`config.mk`:
```
export PLATFORM = sky130hd
export DESIGN_NAME = aes_inv_round_seq
export DESIGN_NICKNAME = d
export VERILOG_FILES = /design/src/rtl/aes_inv_round_seq.sv
export SDC_FILE = /design/constraint.sdc
export NUM_CORES = 1
export LEC_CHECK = 0
export BUFFER_PORTS_ARGS = -buffer_cell sky130_fd_sc_hd__buf_2
export CELL_PAD_IN_SITES_DETAIL_PLACEMENT = 1
export CELL_PAD_IN_SITES_GLOBAL_PLACEMENT = 1
export CORE_AREA = 2 2 255 257
export CTS_BUF_LIST = sky130_fd_sc_hd__clkbuf_4 sky130_fd_sc_hd__clkbuf_8 sky130_fd_sc_hd__clkbuf_16
export CTS_CLUSTER_DIAMETER = 60
export DETAILED_ROUTE_END_ITERATION = 16
export DIE_AREA = 0 0 257 259
export GPL_TIMING_DRIVEN = 0
export MAX_ROUTING_LAYER = met4
export PLACE_DENSITY_LB_ADDON = 0.1
export SLEW_MARGIN = 20
export SYNTH_ARGS = -nofsm -noshare
export SYNTH_HDL_FRONTEND = slang
export SYNTH_SLANG_ARGS = --single-unit
export TNS_END_PERCENT = 30
```
`constraint.sdc`:
```
create_clock -name clk -period 2.5 [get_ports clk]
set_clock_uncertainty 0.05 [all_clocks]
set_input_delay 0.625 -clock clk [delete_from_list [all_inputs] [get_ports clk]]
set_output_delay 0.625 -clock clk [all_outputs]
set_load 0.02 [all_outputs]
```
`src/rtl/aes_inv_round_seq.sv`:
```
// aes_inv_round_seq: one-round-per-clock AES decrypt sequencer; define AES_INV_SEQ_B2B_EN for DONE->ROUND back-to-back accept
module aes_inv_round_seq #(
  parameter int NR = 10,
  parameter int KIDX_W = 4
) (
  input  logic              clk,
  input  logic              reset,
  input  logic              in_valid,
  output logic              in_ready,
  input  logic [127:0]      in_data,
  output logic              out_valid,
  input  logic              out_ready,
  output logic [127:0]      out_data,
  output logic [KIDX_W-1:0] key_idx,
  input  logic [127:0]      round_key,
  output logic [127:0]      dp_in,
  output logic              dp_last,
  input  logic [127:0]      dp_out,
  output logic              busy
);
  typedef enum logic [1:0] {IDLE, ROUND, DONE} fsm_t;
  localparam logic [KIDX_W-1:0] KNR = KIDX_W'(NR);
  fsm_t fsm, fsm_nx;
  logic [127:0] state_reg, state_nx;
  logic [KIDX_W-1:0] rnd, rnd_nx;
  assign dp_in = state_reg;
  assign out_data = state_reg;
  // state register, round counter and FSM state
  always_ff @(posedge clk) begin
    if (reset) begin
      fsm <= IDLE;
      state_reg <= '0;
      rnd <= '0;
    end else begin
      fsm <= fsm_nx;
      state_reg <= state_nx;
      rnd <= rnd_nx;
    end
  end
  // next state, handshakes and datapath controls; whitening uses key NR on accept
  always_comb begin
    fsm_nx = fsm;
    state_nx = state_reg;
    rnd_nx = rnd;
    in_ready = 1'b0;
    out_valid = 1'b0;
    busy = 1'b0;
    dp_last = 1'b0;
    key_idx = KNR;
    case (fsm)
      IDLE: begin
        in_ready = 1'b1;
        if (in_valid) begin
          state_nx = in_data ^ round_key;
          rnd_nx = KNR - 1'b1;
          fsm_nx = ROUND;
        end
      end
      ROUND: begin
        busy = 1'b1;
        key_idx = rnd;
        dp_last = rnd == '0;
        state_nx = dp_out;
        fsm_nx = rnd == '0 ? DONE : ROUND;
        rnd_nx = rnd == '0 ? rnd : rnd - 1'b1;
      end
      DONE: begin
        busy = 1'b1;
        out_valid = 1'b1;
`ifdef AES_INV_SEQ_B2B_EN
        in_ready = out_ready;
        if (out_ready && in_valid) begin
          state_nx = in_data ^ round_key;
          rnd_nx = KNR - 1'b1;
          fsm_nx = ROUND;
        end else if (out_ready) begin
          fsm_nx = IDLE;
        end
`else
        if (out_ready) fsm_nx = IDLE;
`endif
      end
      default: fsm_nx = IDLE;
    endcase
  end
endmodule

```
==> impl_metrics.ini <==
[status]
outcome = complete, no violations

[place]
dp_cells = 2381
dp_hpwl_um = 36500
port-buffer-count = 650
gp_congestion = 0.835

[worst_setup_path]
end_kind = output pin
regToRegEndpoint = dp_in[9]$_SDFFE_PP0P_
r2r_cells = 7
cp_max_fo = 10
crit_type = reg2out
arrival_ns = 1.75
rrSetupSlack_ns = 0.28
cp.required_ns = 1.82
r2r-start = fsm[0]$_SDFFE_PP0P_
crit_path_start_kind = flop

[detailed_routing]
route.detailed.drc = 0
vias_per_cell = 3.54
drt_iter0_markers = 170
firstDrtPassIters = 4
drtAntennaViolNets = 0
routed_wl_um = 43200
vias = 8544
wl_per_cell_um = 17.9

[synth]
synthArstFlopShare_pct = 0
synthDistinctLibCells = 33
ys_seq_area_share_pct = 35.2
yosysTopAreaCell = dfxtp_1
syn_area_per_cell_sq_um = 8.69
synth_top_area_share_pct = 35.2
synth_common_cells = buf_4, dfxtp_1, o21ai_0
synth.area.top_cells = dfxtp_1, a22o_1, xnor2_1
synth_seq_cells = 134
syn_inst = 876
yosysMostFrequentCell = buf_4
yosysWarnings = 0
synthFlopType = dfxtp_1
synth_edf_count = 0
synthesis.area_sq_mm = 0.00761
synth_fp_nets = 1269

[clocking]
cts_sinks = 134
postCtsHoldBufs = 0
cts_tree = built
cts_buffers = 17
clk_pin_slew_ns = 0.06
insertion_delay_ns = 0.46
cts.path.max_buffers = 2
htree_levels = 4
clockRootBuffer = clkbuf_16

[power]
p_int_uw = 6100
switching_share_pct = 38.2
comb_power_share_pct = 40.9
ir_worst_vdd_mv = 0.374
power_density_mw_per_mm2 = 776
p_clk_share_pct = 30.1
power.leakage_uw = 0.00639
pwr-share-seq_pct = 29.0
p_sw_uw = 3770

[timing]
whs_ns = 0.415
rsz0062_at_grt = true
hold_viol_final = 0
setup_viol = 0
max_clock_freq_mhz = 413
period_needed_ns = 2.42
maxSlewHeadroom_pct = 48.2
finalCritPeriodShare_pct = 96.9
slew_viol_final = 0
worstMarginPinSlew_ns = 0.771

[worst_hold_path]
hold_class = in2reg
hp-start = reset
hold_depth = 2
hold_path_end = fsm[1]$_SDFFE_PP0P_

[die]
initial_core_util_pct = 11.9
die_area_sq_mm = 0.0666
core_area_sq_mm = 0.0639
rows = 93
die_h_um = 259
io_pins = 652
die_w_um = 257

[global_routing]
grt_first_pass_wirelength_um = 61300
grt_pass1_vias = 9248
grt_overflow = 0
antenna_found_initial = 2
grt_max_degree = 17
gr-usage-all-layers_pct = 13.0

[final_layout]
fillCellCount = 7753
area_growth_pct = 67.1
fin_cells = 2416
multiInputGateArea_sq_mm = 0.00368
final_layout_size_suffix_gt1_share_pct = 55.3
nets = 1940
register_area_sq_mm = 0.00269

[run]
max-cap-violations = 0
-- how the worst max path moves through the flow --
| stage | startpoint | endpoint | slack, ns | depth (start not counted) |
|---|---|---|---|---|
| floorplan | fsm[1]$_SDFFE_PP0P_ | key_idx[2] | 0.38 | 6 |
| global placement | fsm[1]$_SDFFE_PP0P_ | key_idx[2] | -0.79 | 7 |
| detailed placement | fsm[1]$_SDFFE_PP0P_ | key_idx[2] | -0.84 | 7 |
| CTS | fsm[1]$_SDFFE_PP0P_ | key_idx[2] | -0.005 | 7 |
| global route | fsm[1]$_SDFFE_PP0P_ | key_idx[2] | -0.02 | 7 |
| finish | fsm[1]$_SDFFE_PP0P_ | key_idx[2] | 0.08 | 7 |
-- layer usage --
| layer | wire length, um | part of all wire (%) | up-vias | track usage, % |
|---|---|---|---|---|
| li1 | - | - | 4240 | - |
| met1 | 16900 | 39 | 3959 | 13.7 |
| met2 | 23100 | 54 | 324 | 23.6 |
| met3 | 2670 | 6.2 | 21 | 3.91 |
| met4 | 476 | 1.1 | 0 | 3.36 |
| met5 | 0 | 0 | - | - |
-- worst max-delay path, stage by stage (launching register included) --
cell	delay, ns
dfxtp_2	0.35
inv_2	0.05
ha_4	0.17
buf_12	0.12
buf_12	0.13
clkbuf_16	0.16
and2_4	0.17
buf_6	0.13
-- power groups by stage --
stage	logic [uW]	clock network, uW	registers (uW)
4_1_cts	4150	3130	2890
6_report	4030	2970	2870
3_3_place_gp	4080	0	2930
5_1_grt	4410	3180	2930
2_1_floorplan	2060	0	3170
3_5_place_dp	4080	0	2930
-- flip-flops by register name (all words and copies together) (netlist names) --
name,count
fsm,2
dp_in,128
rnd,4
-- timing repair --
action,CTS,global route
gates resized for setup,22,14
gates cloned,0,0
buffers inserted,2,0
endpoints found under the setup margin,109,86
-- through the flow --
step	power (uW)	setup WS, ns	util, %	area [sq um]	setup TNS (ns)
2_1_floorplan	5240	0.377	-	7610	0
3_3_place_gp	7020	-0.791	18.7	11900	-12.89
3_5_place_dp	7010	-0.837	18.7	11900	-16.98
4_1_cts	10200	-0.00484	19.9	12700	-0.00484
5_1_grt	10500	-0.0186	19.9	12700	-0.0349
6_report	9880	0.0785	19.9	12700	0
-- area by class of cell --
| type | instances | area share (%) |
|---|---|---|
| multi-input cells | 551 | 28.9 |
| flip-flops and latches | 134 | 21.1 |
| well taps | 855 | 8.41 |
| clock buffers | 19 | 3.46 |
| repair buffers | 652 | 25.8 |
| diodes | 2 | 0.0393 |
| inverters | 4 | 0.118 |
| clock inverters | 12 | 1.79 |
| plain buffers | 187 | 10.4 |
-- cells by family (layout without fill, tap and decap cells) --
logic type | after synthesis | in the layout | share of synthesized area, %
compound gates | 268 | 268 | 24.1
flops | 134 | 134 | 35.2
buf+inv | 191 | 874 | 16.8
fa+ha+maj | 5 | 5 | 0.822
simple gates | 149 | 149 | 8.15
mux | 1 | 1 | 0.181
xor+xnor | 128 | 128 | 14.7
other cells | 0 | 2 | 0
-- placed cells by master, fill, tap and decap left out, types with 6 or more instances in the layout --
cell / Yosys / final
buf_2: 26 / 669
buf_4: 138 / 144
dfxtp_1: 134 / 132
o21ai_0: 131 / 131
nand2_1: 130 / 130
xnor2_1: 128 / 128
a22o_1: 128 / 128
clkbuf_16: 0 / 18
clkbuf_1: 20 / 14
clkbuf_2: 1 / 6
bufinv_16: 0 / 6
(Power assumes the default switching activity.)
